## config.mk

```make
export PLATFORM = sky130hd
export DESIGN_NAME = ie_flat
export DESIGN_NICKNAME = d
export VERILOG_FILES = /design/src/rtl/ie_if.sv /design/src/rtl/ie.sv /design/src/flat_wrapper.sv
export SDC_FILE = /design/constraint.sdc
export NUM_CORES = 1
export LEC_CHECK = 0
export BUFFER_PORTS_ARGS = -buffer_cell sky130_fd_sc_hd__buf_2
export CORE_MARGIN = 10
export CORE_UTILIZATION = 50
export CTS_CLUSTER_DIAMETER = 80
export DETAILED_ROUTE_END_ITERATION = 10
export PLACE_DENSITY = 0.73
export SYNTH_ARGS = -nofsm -noshare
export SYNTH_HDL_FRONTEND = slang
export SYNTH_SLANG_ARGS = --single-unit
export TNS_END_PERCENT = 100
```

## constraint.sdc

```tcl
create_clock -name clk -period 2.8 [get_ports clk]
set_input_delay 0.28 -clock clk [delete_from_list [all_inputs] [get_ports clk]]
set_output_delay 0.28 -clock clk [all_outputs]
set_load 0.02 [all_outputs]
```

## src/rtl/ie_if.sv

```systemverilog
// rtl/ie_if.sv - field-set input and encoded-word output bundle for the instruction encoder
interface ie_if #(
    parameter int ADDR_WIDTH = 10,
    parameter int FIFO_DEPTH = 4
);
    logic                          in_valid;
    logic                          in_ready;
    logic [6:0]                    in_opcode;
    logic [4:0]                    in_rd;
    logic [4:0]                    in_rs1;
    logic [4:0]                    in_rs2;
    logic [2:0]                    in_funct3;
    logic [6:0]                    in_funct7;
    logic [31:0]                   in_imm;
    logic                          in_clear_err;
    logic                          out_valid;
    logic                          out_ready;
    logic [31:0]                   out_instruction;
    logic [ADDR_WIDTH-1:0]         out_addr;
    logic                          out_illegal;
    logic [$clog2(FIFO_DEPTH):0]   out_count;

    // Producer/consumer side: drives fields and out_ready, observes the queue.
    modport master (
        output in_valid, in_opcode, in_rd, in_rs1, in_rs2, in_funct3, in_funct7,
               in_imm, in_clear_err, out_ready,
        input  in_ready, out_valid, out_instruction, out_addr, out_illegal, out_count
    );

    // Encoder side.
    modport slave (
        input  in_valid, in_opcode, in_rd, in_rs1, in_rs2, in_funct3, in_funct7,
               in_imm, in_clear_err, out_ready,
        output in_ready, out_valid, out_instruction, out_addr, out_illegal, out_count
    );
endinterface

```

## src/rtl/ie.sv

```systemverilog
// rtl/ie.sv - RISC-V instruction encoder with address-tagged output FIFO
module ie #(
    parameter int INSTRUCTON_WIDTH = 32,
    parameter int FIFO_DEPTH       = 4,
    parameter int ADDR_WIDTH       = 10
) (
    input logic  clk,
    input logic  rst_n,
    ie_if.slave  bus
);
    localparam int PW = $clog2(FIFO_DEPTH);
    localparam int CW = PW + 1;
    localparam logic [CW-1:0] FULL_CNT = CW'(FIFO_DEPTH);

    typedef enum logic [2:0] {
        FMT_R, FMT_I, FMT_S, FMT_B, FMT_U, FMT_J, FMT_BAD
    } fmt_e;

    fmt_e                        fmt;
    logic                        legal;
    logic [INSTRUCTON_WIDTH-1:0] word;
    logic                        accept;
    logic                        push;
    logic                        pop;

    logic [INSTRUCTON_WIDTH-1:0] mem_word_q [FIFO_DEPTH];
    logic [ADDR_WIDTH-1:0]       mem_addr_q [FIFO_DEPTH];
    logic [PW-1:0]               wr_ptr_q, wr_ptr_d;
    logic [PW-1:0]               rd_ptr_q, rd_ptr_d;
    logic [CW-1:0]               count_q, count_d;
    logic [ADDR_WIDTH-1:0]       addr_q, addr_d;
    logic                        illegal_q, illegal_d;

    // Map the opcode onto its encoding format; anything unlisted is illegal.
    always_comb begin
        fmt = FMT_BAD;
        unique case (bus.in_opcode)
            7'b0110011, 7'b0101111:                         fmt = FMT_R;
            7'b0010011, 7'b0000011, 7'b1100111, 7'b1110011: fmt = FMT_I;
            7'b0100011:                                     fmt = FMT_S;
            7'b1100011:                                     fmt = FMT_B;
            7'b1101111:                                     fmt = FMT_J;
            7'b0010111, 7'b0110111:                         fmt = FMT_U;
            default:                                        fmt = FMT_BAD;
        endcase
    end

    assign legal = (fmt != FMT_BAD);

    // Pack the fields; immediate bits a format cannot carry simply fall away.
    always_comb begin
        word = '0;
        unique case (fmt)
            FMT_R: word = {bus.in_funct7, bus.in_rs2, bus.in_rs1, bus.in_funct3,
                           bus.in_rd, bus.in_opcode};
            FMT_I: word = {bus.in_imm[11:0], bus.in_rs1, bus.in_funct3,
                           bus.in_rd, bus.in_opcode};
            FMT_S: word = {bus.in_imm[11:5], bus.in_rs2, bus.in_rs1, bus.in_funct3,
                           bus.in_imm[4:0], bus.in_opcode};
            FMT_B: word = {bus.in_imm[12], bus.in_imm[10:5], bus.in_rs2, bus.in_rs1,
                           bus.in_funct3, bus.in_imm[4:1], bus.in_imm[11], bus.in_opcode};
            FMT_U: word = {bus.in_imm[31:12], bus.in_rd, bus.in_opcode};
            FMT_J: word = {bus.in_imm[20], bus.in_imm[10:1], bus.in_imm[11],
                           bus.in_imm[19:12], bus.in_rd, bus.in_opcode};
            default: word = '0;
        endcase
    end

    // in_ready looks only at the registered count, so a full queue refuses input
    // even when the head is being popped on the same edge.
    assign bus.in_ready  = (count_q != FULL_CNT);
    assign bus.out_valid = (count_q != '0);
    assign accept        = bus.in_valid && bus.in_ready;
    assign push          = accept && legal;
    assign pop           = bus.out_valid && bus.out_ready;

    // Next-state for pointers, occupancy, address counter and the sticky error.
    always_comb begin
        wr_ptr_d  = wr_ptr_q;
        rd_ptr_d  = rd_ptr_q;
        count_d   = count_q;
        addr_d    = addr_q;
        illegal_d = illegal_q;
        if (push) begin
            wr_ptr_d = wr_ptr_q + PW'(1);
            addr_d   = addr_q + ADDR_WIDTH'(1);
        end
        if (pop) begin
            rd_ptr_d = rd_ptr_q + PW'(1);
        end
        if (push && !pop) begin
            count_d = count_q + CW'(1);
        end else if (pop && !push) begin
            count_d = count_q - CW'(1);
        end
        if (bus.in_clear_err) begin
            illegal_d = 1'b0;
        end
        if (accept && !legal) begin
            illegal_d = 1'b1;
        end
    end

    // Control state registers.
    always_ff @(posedge clk or negedge rst_n) begin
        if (!rst_n) begin
            wr_ptr_q  <= '0;
            rd_ptr_q  <= '0;
            count_q   <= '0;
            addr_q    <= '0;
            illegal_q <= 1'b0;
        end else begin
            wr_ptr_q  <= wr_ptr_d;
            rd_ptr_q  <= rd_ptr_d;
            count_q   <= count_d;
            addr_q    <= addr_d;
            illegal_q <= illegal_d;
        end
    end

    // FIFO storage: each entry holds the encoded word and its address tag.
    always_ff @(posedge clk or negedge rst_n) begin
        if (!rst_n) begin
            for (int i = 0; i < FIFO_DEPTH; i++) begin
                mem_word_q[i] <= '0;
                mem_addr_q[i] <= '0;
            end
        end else if (push) begin
            mem_word_q[wr_ptr_q] <= word;
            mem_addr_q[wr_ptr_q] <= addr_q;
        end
    end

    assign bus.out_instruction = bus.out_valid ? mem_word_q[rd_ptr_q] : '0;
    assign bus.out_addr        = bus.out_valid ? mem_addr_q[rd_ptr_q] : '0;
    assign bus.out_illegal     = illegal_q;
    assign bus.out_count       = count_q;
endmodule

```

## src/flat_wrapper.sv

```systemverilog
// flat-port wrapper written by rule: the top's interface ports become plain ports
module ie_flat 
#(
    parameter int INSTRUCTON_WIDTH = 32,
    parameter int FIFO_DEPTH       = 4,
    parameter int ADDR_WIDTH       = 10
)
  (clk, rst_n, bus_in_valid, bus_in_opcode, bus_in_rd, bus_in_rs1, bus_in_rs2, bus_in_funct3, bus_in_funct7, bus_in_imm, bus_in_clear_err, bus_out_ready, bus_in_ready, bus_out_valid, bus_out_instruction, bus_out_addr, bus_out_illegal, bus_out_count);
  ie_if #(.ADDR_WIDTH(ADDR_WIDTH), .FIFO_DEPTH(FIFO_DEPTH)) bus_i ();
  input logic clk;
  input logic rst_n;
  input wire logic [$bits(bus_i.in_valid)-1:0] bus_in_valid;
  input wire logic [$bits(bus_i.in_opcode)-1:0] bus_in_opcode;
  input wire logic [$bits(bus_i.in_rd)-1:0] bus_in_rd;
  input wire logic [$bits(bus_i.in_rs1)-1:0] bus_in_rs1;
  input wire logic [$bits(bus_i.in_rs2)-1:0] bus_in_rs2;
  input wire logic [$bits(bus_i.in_funct3)-1:0] bus_in_funct3;
  input wire logic [$bits(bus_i.in_funct7)-1:0] bus_in_funct7;
  input wire logic [$bits(bus_i.in_imm)-1:0] bus_in_imm;
  input wire logic [$bits(bus_i.in_clear_err)-1:0] bus_in_clear_err;
  input wire logic [$bits(bus_i.out_ready)-1:0] bus_out_ready;
  output wire logic [$bits(bus_i.in_ready)-1:0] bus_in_ready;
  output wire logic [$bits(bus_i.out_valid)-1:0] bus_out_valid;
  output wire logic [$bits(bus_i.out_instruction)-1:0] bus_out_instruction;
  output wire logic [$bits(bus_i.out_addr)-1:0] bus_out_addr;
  output wire logic [$bits(bus_i.out_illegal)-1:0] bus_out_illegal;
  output wire logic [$bits(bus_i.out_count)-1:0] bus_out_count;
  assign bus_i.in_valid = bus_in_valid;
  assign bus_i.in_opcode = bus_in_opcode;
  assign bus_i.in_rd = bus_in_rd;
  assign bus_i.in_rs1 = bus_in_rs1;
  assign bus_i.in_rs2 = bus_in_rs2;
  assign bus_i.in_funct3 = bus_in_funct3;
  assign bus_i.in_funct7 = bus_in_funct7;
  assign bus_i.in_imm = bus_in_imm;
  assign bus_i.in_clear_err = bus_in_clear_err;
  assign bus_i.out_ready = bus_out_ready;
  assign bus_in_ready = bus_i.in_ready;
  assign bus_out_valid = bus_i.out_valid;
  assign bus_out_instruction = bus_i.out_instruction;
  assign bus_out_addr = bus_i.out_addr;
  assign bus_out_illegal = bus_i.out_illegal;
  assign bus_out_count = bus_i.out_count;
  ie #(.INSTRUCTON_WIDTH(INSTRUCTON_WIDTH), .FIFO_DEPTH(FIFO_DEPTH), .ADDR_WIDTH(ADDR_WIDTH)) u_core (.clk(clk), .rst_n(rst_n), .bus(bus_i));
endmodule
```

=== Yosys cells after proc, flatten, opt, wreduce, memory -nomap -nowiden ===
Index checks and enable logic that the tools add are counted.

* Input port bits: 69
* Word-level logic and storage cells: 78
* Memories kept: 0
* Register bits after elaboration: 186
* Memory bits (read-only): 0
* Bits in latches: 0
* RAM bits: 0

* Multiplexer cells: 20
* Reductions and logical operators: 17
* $add $sub $neg: 5
* Shift-type cells: 0
* Divide/modulo/power cells: 0
* Multiply operators: 0
* Order comparisons: 3
* Bitwise logic cells: 2
* Eq/ne operators: 18

{| class="wikitable"
|+ Operator list
! operator !! number
|-
| 32-bit case mux with 6 select lines || 1
|-
| 128-bit bitwise mux || 1
|-
| 32-bit two-way mux || 4
|-
| 32-bit binary-select mux with 2-bit select || 1
|-
| 32-bit demux with 2-bit select || 1
|-
| 40-bit bitwise mux || 1
|-
| 10-bit two-way mux || 4
|-
| 7-bit by 6-bit equality test with 1-bit output, second input constant || 4
|-
| 7-bit equality test, second input constant || 4
|-
| 10-bit binary-select mux with 2-bit select || 1
|-
| 10-bit demux with 2-bit select || 1
|-
| 3-bit case mux with 6 select lines || 1
|-
| 7-bit by 5-bit equality test with 1-bit output, second input constant || 2
|-
| 10-bit by 1-bit adder with 10-bit output, second input constant || 1
|-
| 7-bit by 2-bit equality test with 1-bit output, second input constant || 1
|-
| 1-bit logical AND || 7
|-
| 3-bit by 2-bit equality test with 1-bit output, second input constant || 2
|-
| 3-bit equality test, second input constant || 2
|-
| 3-bit greater-or-equal comparator, second input constant || 2
|-
| 3-bit two-way mux || 2
|-
| 3-bit inequality test, second input constant || 2
|-
| 2-bit inverter with 3-bit output || 2
|-
| 2-bit by 1-bit adder with 2-bit output, second input constant || 2
|-
| 2-bit nonzero test || 2
|-
| other kinds (10) || 14
|}

=== Depth between registers and ports, before layout ===
Gate-level depths: netlist of the first run.

* Depth after elaboration: 9
* Mapped depth: 16
* Mapped depth without buffers: 13

=== Least setup slack after synthesis of the first run ===
No wires, ideal clock.

* Path kind: input -> register
* From: input bus_in_opcode[5]
* To: register u_core.count_q[1], in the netlist u_core.bus.out_count[1]
* Data required time: 2.675 ns
* Cell stages on the path: 13
* Library setup time: 0.125 ns
* Slack: -0.549 ns
* Arrival: 3.225 ns
* Path through: clkbuf_1 -> and4b_1 -> o211ai_1 -> clkbuf_1 -> ha_1 -> clkbuf_1 -> inv_1 -> o21ai_2 -> inv_2 -> ha_1 -> inv_1 -> fa_1 -> mux2_2

* Elaborated cells between the ends (all ways): 22
* Classes of those cells: 12 x eq/ne; 2 x mux; 8 x reduce/logical

{| class="wikitable"
|+ RTL lines
! item !! line !! RTL
|-
| start: declaration || flat_wrapper.sv:13 || <nowiki>input wire logic [$bits(bus_i.in_opcode)-1:0] bus_in_opcode;</nowiki>
|-
| 7-bit by 5-bit equality test with 1-bit output (tied with other cells) || ie.sv:37 || <nowiki>unique case (bus.in_opcode)</nowiki>
|-
| 4-bit OR reduction or 2-bit OR reduction (tied branches) || ie.sv:37 ||
|-
| 3-bit case mux with 6 select lines (*) || ie.sv:37 ||
|-
| 3-bit inequality test (*) || ie.sv:48 || <nowiki>assign legal = (fmt != FMT_BAD);</nowiki>
|-
| 1-bit logical AND (*) || ie.sv:74 || <nowiki>assign push = accept && legal;</nowiki>
|-
| via u_core.push || ie.sv:23 || <nowiki>logic push;</nowiki>
|-
| 1-bit logical AND (*) || ie.sv:91 || <nowiki>if (push && !pop) begin</nowiki>
|-
| 3-bit two-way mux (*) || ie.sv:91 ||
|-
| via u_core.count_d[1] || ie.sv:30 || <nowiki>logic [CW-1:0] count_q, count_d;</nowiki>
|-
| end signal: assignment || ie.sv:115 || <nowiki>count_q <= count_d;</nowiki>
|-
| end: declaration || ie.sv:30 ||
|}

The timed path passes the listed nets; every way through them passes the cells marked *.
A chain may end at the register's enable or synchronous reset.

=== Worst setup path in the final report of the first run ===
* From: register u_core.rd_ptr_q[0]
* To: output bus_out_instruction[31]

* Longest elaborated chain between the ends: 5

{| class="wikitable"
|+ RTL lines
! item !! line !! RTL
|-
| start: declaration || ie.sv:29 || <nowiki>logic [PW-1:0] rd_ptr_q, rd_ptr_d;</nowiki>
|-
| start signal: assignment || ie.sv:114 || <nowiki>rd_ptr_q <= rd_ptr_d;</nowiki>
|-
| 2-bit inverter with 3-bit output (implied by the code) || ie.sv:134 || <nowiki>assign bus.out_instruction = bus.out_valid ? mem_word_q[rd_ptr_q] : '0;</nowiki>
|-
| 32-bit binary-select mux with 2-bit select || ie.sv:134 ||
|-
| 32-bit two-way mux (implied by the code) (2 in series) || ie.sv:134 ||
|-
| 32-bit two-way mux || ie.sv:134 ||
|-
| end: declaration || flat_wrapper.sv:24 || <nowiki>output wire logic [$bits(bus_i.out_instruction)-1:0] bus_out_instruction;</nowiki>
|}

No other way between the ends. The select of a mux whose other input is x is not followed.

==> run_results.csv, run 1 <==
group,metric,value,unit
routing,drt-pass1-iter-count,6,
logic_synthesis,synth_area,0.009044,sq mm
logic_synthesis,synth_area_leaders,"dfrtp_1 (51%), mux4_2 (10%), nand2_1 (8.4%)",
layout,utilization,59.42,%
logic_synthesis,yosysMostFrequentCell,"nand2_1",
die,ioPinCount,117,
worst_setup_path,rr_worst_depth,11,
layout,postLayoutCellArea,0.01064,sq mm
sta,setup_violations,0,
routing,drcViolationCount,0,
sta,timing.final.crit_share,86.15,%
layout,nets,1049,
global_route,track_usage,19.81,%
clocking,numClockSinks,186,
power,swShare,34.22,%
placement,pre_cts_ws,0.03989,ns
worst_setup_path,reg2reg_to,"u_core.bus.out_count[2]$_DFFE_PN0P_",
routing,vias,6912,
hold_path,min_path_cells,2,
sta,slew_headroom,49.87,%
die,start_util,50.52,%
logic_synthesis,synth_nets,932,
logic_synthesis,ys_warn_count,0,
clocking,cts-root-buf,"clkbuf_16",
routing,postRouteAntennaNets,0,
power,power_density,886.3,mW/mm^2
power,p_total,9.428,mW
logic_synthesis,ys_ff_latch,186,
logic_synthesis,yosys.area.top_type,"dfrtp_1",
sta,skew,0.009893,ns
hold_path,hold_class,"input pin to flip-flop",
outcome,status,"completed",
worst_setup_path,worst_path_max_delay_cell,"mux4_2",
die,dieArea,0.02387,sq mm
sta,finalSetupTns,0,ns
die,coreArea,0.01790,sq mm
sta,fmax,0.4146,GHz
layout,syn2layout_area_growth,17.63,%
power,p_int,6.202,mW
layout,antenna_cells,0,
global_route,grt_max_degree,73,
global_route,antenna_found_initial,0,
layout,fillers,1514,
clocking,tritoncts,"yes",
placement,dp_hpwl,16290,microns
sta,hold_slack,0.04632,ns
logic_synthesis,ys.flop_type,"dfrtp_1",
clocking,clkLatencyLatePin,0.43,ns
clocking,cts_max_path_buffers,2,
clocking,cts_setup_buffers,0,
logic_synthesis,syn_area_per_cell,10.58,sq um
worst_setup_path,required,2.52,ns
sta,hold_viol,0,
power,sequentialPowerShare,41.3,%
hold_path,hp-start,"bus_in_clear_err",
die,die_x,154.5,microns
power,ir_worst_vdd,0.0005965,V
layout,stdcell_count,1214,
logic_synthesis,synth-seq-area-share,51.47,%
logic_synthesis,synth.top_cell.area_share,51.47,%
global_route,grt_pass1_vias,7034,
sta,worstMarginPinSlew,0.7519,ns
sta,final.setup.worst_slack,0.3877,ns
worst_setup_path,cpPeakStageDelay,0.56,ns
sta,drv_slew,0,
worst_setup_path,cp_cell_sequence,"buf_4 > mux4_2 > and2_1 > buf_2",
logic_synthesis,synth_cells,855,
routing,detail_route.wl_per_cell,19.22,microns
logic_synthesis,synth-edff-count,0,
worst_setup_path,crit_family,"buffers and inverters",
placement,port_buffers,116,
worst_setup_path,endpoint_kind,"output pin",
die,die_y,154.5,microns
worst_setup_path,setup.worst_path.start_class,"flip-flop",
logic_synthesis,async_reset_ff_share,100.0,%
worst_setup_path,worst-setup-path-type,"flip-flop to output pin",
global_route,grt_overflow,0,
worst_setup_path,rrSetupSlack,0.60,ns
hold_path,whs_endpoint,"u_core.bus.out_illegal$_DFFE_PN0P_",
placement,placed_area,0.01007,sq mm
die,row_count,49,
sta,period_minus_slack,2.412,ns
clocking,path_clk_slew,0.06,ns
placement,numPlacedInstances,1181,
global_route,grt_pass1_wl,38340,microns
sta,rsz0062_at_grt,"false",
placement,place.gp.congestion,0.9171,
clocking,cts_buffers,17,
worst_setup_path,critPathMaxFanout,22,
clocking,cts_htree_levels,4,
worst_setup_path,r2r_start,"u_core.bus.out_count[0]$_DFFE_PN0P_",
power,p_sw,3.226,mW
layout,drive_gt1_share,27.01,%
routing,drt-total-wl,23340,microns
routing,routed_via_density,5.694,
run,maxCapViolCount,0,
power,pwr-share-comb,34.3,%
worst_setup_path,arrival,2.13,ns
power,clkPwrFrac,24.4,%
worst_setup_path,path_buf_inv,2,
logic_synthesis,synth.distinct_cells,56,
power,p_leak,5.109,nW
logic_synthesis,synthTopCellsByCount,"nand2_1 (203), dfrtp_1 (186), o21ai_1 (74)",
routing,drt_iter0_drc,592,
[per-layer routing]
metal	GRT usage, %	wire length, microns	vias to the layer above
li1	-	-	3238
met5	0	0	-
met1	26.88	10440	3428
met4	5.398	317	0
met3	3.910	1463	26
met2	31.78	11120	220
[sequential cells by signal, summed over array words and instances, names as in the netlist]
| register | flops |
|---|---|
| u_core.bus.out_count | 3 |
| u_core.addr_q | 10 |
| u_core.mem_addr_q | 40 |
| u_core.bus.out_illegal | 1 |
| u_core.wr_ptr_q | 2 |
| u_core.mem_word_q | 128 |
| u_core.rd_ptr_q | 2 |
[power groups by stage]
stage                     combinational (mW)  clock (mW)  sequential (mW)
after global routing                    3.56        2.43             3.98
final                                   3.24        2.30             3.89
after floorplan                         2.35           0             3.77
after detailed placement                3.29           0             3.92
after global placement                  3.22           0             3.89
after CTS                               3.30        2.33             3.88
[worst max path at each step]
stage,start,to,cells after the start
after global placement,bus_in_opcode[3],u_core.bus.out_count[1]$_DFFE_PN0P_,11
after floorplan,bus_in_opcode[3],u_core.bus.out_count[1]$_DFFE_PN0P_,13
after CTS,u_core.rd_ptr_q[0]$_DFFE_PN0P_,bus_out_instruction[31],4
final,u_core.rd_ptr_q[0]$_DFFE_PN0P_,bus_out_instruction[31],4
after detailed placement,bus_in_opcode[3],u_core.bus.out_count[1]$_DFFE_PN0P_,11
after global routing,u_core.rd_ptr_q[0]$_DFFE_PN0P_,bus_out_instruction[31],4
[cells in the final DEF, fill, tap and decap left out, drive strengths merged, types with 21 or more instances in the layout]
master,count
clkbuf,22
a21oi,21
nor2,23
buf,161
mux4,42
a22o,22
dfrtp,186
nand2,203
and2,46
o21ai,118
[area by class of cell]
type,instances,area (sq um),share of cell area [%]
sequential,186,4657,43.78
multi-input combinational,596,4123,38.76
timing repair buffer,162,972.2,9.139
clock buffer,22,464.2,4.364
tap,229,286.5,2.693
clock inverter,10,93.84,0.8821
inverter,9,41.29,0.3881
[repair_timing]
| item | CTS | global route |
|---|---|---|
| endpoints found under the setup margin | 0 | 0 |
| gates resized for setup | 0 | 0 |
| hold endpoints to repair | 69 | 0 |
| hold buffers | 1 | 0 |
[cells by family (layout without fill, tap and decap cells)]
family	after synthesis	after routing	synth area share [%]
xor+xnor	16	16	1.550
simple gates	313	313	15.76
mux	62	62	12.94
buf+inv	73	203	3.597
flops	186	186	51.47
compound gates	197	197	13.50
fa+ha+maj	8	8	1.190
Note: power is estimated with default switching activity, not from simulation.
==> run 2, diff against run 1 <==
--- a/config.mk
+++ b/config.mk
@@ -7,10 +7,10 @@
 export LEC_CHECK = 0
 export BUFFER_PORTS_ARGS = -buffer_cell sky130_fd_sc_hd__buf_2
 export CORE_MARGIN = 10
-export CORE_UTILIZATION = 50
+export CORE_UTILIZATION = 58
 export CTS_CLUSTER_DIAMETER = 80
 export DETAILED_ROUTE_END_ITERATION = 10
-export PLACE_DENSITY = 0.73
+export PLACE_DENSITY = 0.82
 export SYNTH_ARGS = -nofsm -noshare
 export SYNTH_HDL_FRONTEND = slang
 export SYNTH_SLANG_ARGS = --single-unit
==> run 2 against run 1 <==
Against the previous run: register-to-register slack worse by 0.10 ns; global-route usage is 4.4 points higher; count of clock-buffer cells in the layout stayed put; non-clock buffer count stayed put; final cell count is 1.5% lower; clock skew is 0.0031 ns lower; clock power hardly changed; first-iteration DRC count is 5.6% higher; largest cell class unchanged; highest routed layer unchanged.
==> run_results.csv, run 2 (synthesized netlist as in run 1, its figures left out) <==
group,metric,value,unit
worst_setup_path,setup.worst_path.start_class,"flip-flop",
sta,period_minus_slack,2.448,ns
die,row_count,45,
clocking,numClockSinks,186,
die,coreArea,0.01526,sq mm
layout,utilization,69.88,%
outcome,status,"completed",
run,maxCapViolCount,0,
clocking,tritoncts,"yes",
die,die_x,144.9,microns
clocking,cts_buffers,17,
sta,timing.final.crit_share,87.42,%
sta,rsz0062_at_grt,"false",
clocking,cts_htree_levels,4,
die,ioPinCount,117,
global_route,grt_pass1_wl,39340,microns
layout,nets,1049,
hold_path,hold_class,"input pin to flip-flop",
clocking,clkLatencyLatePin,0.44,ns
power,ir_worst_vdd,0.0006174,V
global_route,grt_pass1_vias,7548,
routing,drcViolationCount,0,
sta,hold_viol,0,
sta,drv_slew,0,
layout,layout_commonest_cell,"nand2_1",
routing,drt-pass1-iter-count,7,
placement,place.gp.congestion,0.8851,
routing,postRouteAntennaNets,0,
die,start_util,59.27,%
layout,syn2layout_area_growth,17.90,%
sta,fmax,0.4085,GHz
worst_setup_path,cp_cell_sequence,"buf_12 > mux4_2 > and2_1 > buf_2",
placement,port_buffers,116,
sta,worstMarginPinSlew,0.6998,ns
global_route,grt_max_degree,72,
global_route,grt_overflow,0,
layout,regMostFlops,"u_core.mem_word_q",
worst_setup_path,critPathMaxFanout,20,
power,p_leak,5.124,nW
routing,detail_route.wl_per_cell,20.18,microns
sta,setup_violations,0,
layout,largestRegisters,"u_core.mem_word_q (128), u_core.mem_addr_q (40), u_core.addr_q (10)",
worst_setup_path,endpoint_kind,"output pin",
sta,skew,0.006840,ns
global_route,track_usage,24.19,%
worst_setup_path,required,2.52,ns
routing,routed_via_density,6.020,
die,die_y,144.9,microns
die,dieArea,0.02099,sq mm
global_route,antenna_found_initial,1,
clocking,cts_max_path_buffers,2,
routing,vias,7200,
worst_setup_path,worst_path_max_delay_cell,"mux4_2",
power,power_density,899.0,mW/mm^2
power,p_total,9.585,mW
placement,dp_hpwl,16480,microns
worst_setup_path,arrival,2.17,ns
clocking,cts_setup_buffers,0,
clocking,cts-root-buf,"clkbuf_16",
routing,drt_iter0_drc,625,
layout,largest_reg_flops,128,
worst_setup_path,cpPeakStageDelay,0.57,ns
layout,drive_gt1_share,27.03,%
worst_setup_path,worst-setup-path-type,"flip-flop to output pin",
sta,slew_headroom,53.34,%
routing,drt-total-wl,24140,microns
layout,final_cell_mix,"nand2_1 (203), dfrtp_1 (184), buf_2 (115)",
clocking,path_clk_slew,0.06,ns
-- run 2: power breakdown --
group | internal, mW | total (mW) | switching, mW
Combinational | 1.55 | 3.32 | 1.77
Sequential | 3.42 | 3.95 | 0.524
Clock | 1.29 | 2.32 | 1.02
-- run 2: repair_timing --
action,4_1_cts,5_1_grt
hold buffers,1,0
gates resized for setup,0,0
endpoints found under the hold margin,67,0
-- run 2: path summary, 6_finish.rpt --
kind | startpoint | to | slack (ns) | cells after the start
worst max-delay path | u_core.rd_ptr_q[0]$_DFFE_PN0P_ | bus_out_instruction[30] | 0.35 | 4
worst min-delay path | bus_in_clear_err | u_core.bus.out_illegal$_DFFE_PN0P_ | 0.04 | 2
worst max register to register | u_core.bus.out_count[2]$_DFFE_PN0P_ | u_core.bus.out_count[2]$_DFFE_PN0P_ | 0.50 | 9
worst min register to register | u_core.mem_addr_q[10]$_DFFE_PN0P_ | u_core.mem_addr_q[10]$_DFFE_PN0P_ | 0.48 | 2
max in group asynchronous | rst_n | u_core.mem_word_q[7]$_DFFE_PN0P_ | 1.51 | 3
min in group asynchronous | rst_n | u_core.mem_word_q[82]$_DFFE_PN0P_ | 0.41 | 2
-- run 2: cell type report --
type,instances,area [sq um]
clock inverters,9,91.34
flip-flops and latches,186,4657
multi-input cells,596,4123
clock buffers,22,474.2
repair buffers,162,1010
well taps,211,264.0
inverters,9,41.29
fillers,1130,4596
diodes,1,2.502
-- run 2: worst max-delay path, delay by kind of cell (launching register included) --
family,cells,cell delay [ns]
muxes,1,0.57
DFF,1,0.56
buffers and inverters,2,0.41
and+or+nand+nor,1,0.18
-- run 2: stage by stage --
stage	cell area, sq um	hold slack, ns	instances	setup TNS, ns	setup WS [ns]
2_1_floorplan	9135	-0.01559	855	-0.05262	-0.05114
3_3_place_gp	10080	0.3305	1163	0	0.1488
3_5_place_dp	10080	0.3306	1163	0	0.04236
4_1_cts	10660	0.03202	1195	0	0.3318
5_1_grt	10660	0.06710	1196	0	0.1781
6_report	10660	0.03612	1196	0	0.3523
-- run 2: metal layers --
layer  track usage [%]  part of all wire, %  vias up  wire, microns
li1                  -                    -     3252              -
met1             32.08                   42     3575          10200
met2             38.94                   48      337          11690
met3             5.280                  7.9       36           1905
met4             7.766                  1.4        0            347
met5                 0                    0        -              0
==> run 3, diff against run 2 <==
--- a/config.mk
+++ b/config.mk
@@ -6,11 +6,13 @@
 export NUM_CORES = 1
 export LEC_CHECK = 0
 export BUFFER_PORTS_ARGS = -buffer_cell sky130_fd_sc_hd__buf_2
+export CAP_MARGIN = 20
 export CORE_MARGIN = 10
 export CORE_UTILIZATION = 58
 export CTS_CLUSTER_DIAMETER = 80
 export DETAILED_ROUTE_END_ITERATION = 10
-export PLACE_DENSITY = 0.82
+export PLACE_DENSITY = 0.79
+export SLEW_MARGIN = 20
 export SYNTH_ARGS = -nofsm -noshare
 export SYNTH_HDL_FRONTEND = slang
 export SYNTH_SLANG_ARGS = --single-unit
==> run 3 against run 2 <==
Against the previous run: critical path depth did not move; die area unchanged; final cell count hardly changed; setup slack better by 0.021 ns; first-iteration DRC count rose by 5.3%; utilization rose by 0.098 points; critical endpoint is now bus_out_instruction[31]; largest power group unchanged.
==> run_results.csv, run 3 (synthesized netlist as in run 1, its figures left out) <==
group,metric,value,unit
outcome,status,"completed",
layout,final_cell_mix,"nand2_1 (203), dfrtp_1 (184), buf_2 (115)",
die,ioPinCount,117,
power,clkPwrFrac,24.6,%
sta,worstMarginPinSlew,0.7451,ns
clocking,tritoncts,"yes",
die,dieArea,0.02099,sq mm
routing,drt_iter0_drc,658,
routing,drcViolationCount,0,
clocking,clkLatencyLatePin,0.43,ns
worst_setup_path,critPathMaxFanout,22,
layout,antenna_cells,0,
sta,period_minus_slack,2.427,ns
routing,detail_route.wl_per_cell,19.70,microns
sta,setup_violations,0,
sta,drv_slew,0,
sta,timing.final.crit_share,86.68,%
worst_setup_path,setup.worst_path.start_class,"flip-flop",
clocking,cts_buffers,17,
placement,dp_hpwl,16050,microns
die,start_util,59.27,%
layout,stdcell_count,1197,
power,swShare,34.73,%
routing,vias,7164,
power,p_sw,3.322,mW
clocking,path_clk_slew,0.07,ns
clocking,cts-root-buf,"clkbuf_16",
layout,layout_commonest_cell,"nand2_1",
layout,largest_reg_flops,128,
global_route,antenna_found_initial,1,
die,row_count,45,
routing,postRouteAntennaNets,0,
worst_setup_path,endpoint_kind,"output pin",
layout,drive_gt1_share,27.18,%
global_route,grt_pass1_vias,7183,
worst_setup_path,required,2.52,ns
routing,drt-pass1-iter-count,6,
sta,hold_viol,0,
placement,port_buffers,116,
sta,fmax,0.4120,GHz
worst_setup_path,worst-setup-path-type,"flip-flop to output pin",
routing,drt-total-wl,23580,microns
sta,final.setup.worst_slack,0.3729,ns
power,p_int,6.243,mW
clocking,cts_max_path_buffers,2,
clocking,cts.repair.resized,0,
die,coreArea,0.01526,sq mm
routing,routed_via_density,5.985,
layout,utilization,69.98,%
power,sequentialPowerShare,41.1,%
power,pwr-share-comb,34.3,%
die,die_y,144.9,microns
power,p_leak,5.133,nW
worst_setup_path,arrival,2.15,ns
global_route,grt_overflow,0,
global_route,track_usage,23.10,%
power,ir_worst_vdd,0.0006380,V
sta,skew,0.01083,ns
layout,syn2layout_area_growth,18.07,%
power,power_density,895.8,mW/mm^2
global_route,grt_pass1_wl,37870,microns
layout,fillers,1118,
clocking,numClockSinks,186,
hold_path,hold_class,"input pin to flip-flop",
layout,largestRegisters,"u_core.mem_word_q (128), u_core.mem_addr_q (40), u_core.addr_q (10)",
placement,pre_cts_ws,0.08024,ns
placement,place.gp.congestion,0.8890,
layout,regMostFlops,"u_core.mem_word_q",
die,die_x,144.9,microns
placement,numPlacedInstances,1164,
clocking,cts_htree_levels,4,
layout,nets,1050,
sta,rsz0062_at_grt,"false",
sta,slew_headroom,50.32,%
run,maxCapViolCount,0,
global_route,grt_max_degree,77,
run 3: power by group through the flow:
stage	registers [mW]	logic [mW]	clock network, mW
3_3_place_gp	3.91	3.21	0
5_1_grt	4.01	3.61	2.48
2_1_floorplan	3.77	2.35	0
3_5_place_dp	3.94	3.29	0
4_1_cts	3.91	3.33	2.37
6_report	3.93	3.28	2.35
run 3: layout make-up:
cell class / instances / area [sq um] / area share [%]
Inverter: 9 / 41.29 / 0.3867
Sequential cell: 186 / 4657 / 43.61
Multi-Input combinational cell: 596 / 4123 / 38.61
Timing Repair Buffer: 163 / 1017 / 9.527
Tap cell: 211 / 264.0 / 2.472
Clock inverter: 11 / 115.1 / 1.078
Clock buffer: 21 / 460.4 / 4.312
run 3: path summary, 6_finish.rpt:
kind	from	endpoint	slack, ns	cells after the start
worst max-delay path	u_core.rd_ptr_q[0]$_DFFE_PN0P_	bus_out_instruction[31]	0.37	4
min in group asynchronous	rst_n	u_core.mem_word_q[42]$_DFFE_PN0P_	0.45	2
worst min-delay path	bus_in_clear_err	u_core.bus.out_illegal$_DFFE_PN0P_	0.06	2
worst max register to register	u_core.bus.out_count[1]$_DFFE_PN0P_	u_core.bus.out_count[2]$_DFFE_PN0P_	0.52	10
worst min register to register	u_core.mem_addr_q[16]$_DFFE_PN0P_	u_core.mem_addr_q[16]$_DFFE_PN0P_	0.48	2
max in group asynchronous	rst_n	u_core.mem_word_q[58]$_DFFE_PN0P_	1.57	3
run 3: metal layers:
| metal | part of all wire (%) | track usage, % | vias up |
|---|---|---|---|
| li1 | - | - | 3249 |
| met1 | 44 | 32.46 | 3578 |
| met2 | 46 | 34.69 | 314 |
| met3 | 9.1 | 6.030 | 23 |
| met4 | 1.3 | 6.702 | 0 |
| met5 | 0 | 0 | - |
run 3: through the flow:
step           instance area, sq um  hold WS [ns]  total power [mW]  setup TNS [ns]
4_1_cts                       10680       0.05217             9.613               0
3_3_place_gp                  10090        0.3587             7.128               0
6_report                      10680       0.05746             9.565               0
2_1_floorplan                  9135      -0.01559             6.122        -0.05262
3_5_place_dp                  10090        0.3571             7.231               0
5_1_grt                       10680       0.07343             10.10               0
run 3: repair_timing:
item                      4_1_cts  5_1_grt
hold buffers                    1        0
buffers inserted                0        0
hold endpoints to repair       72        0
run 3: worst max-delay path: stages, from the launching register on:
cell and delay (ns):
dfrtp_2 0.37, buf_4 0.40, mux4_2 0.57, and2_1 0.19, buf_2 0.17
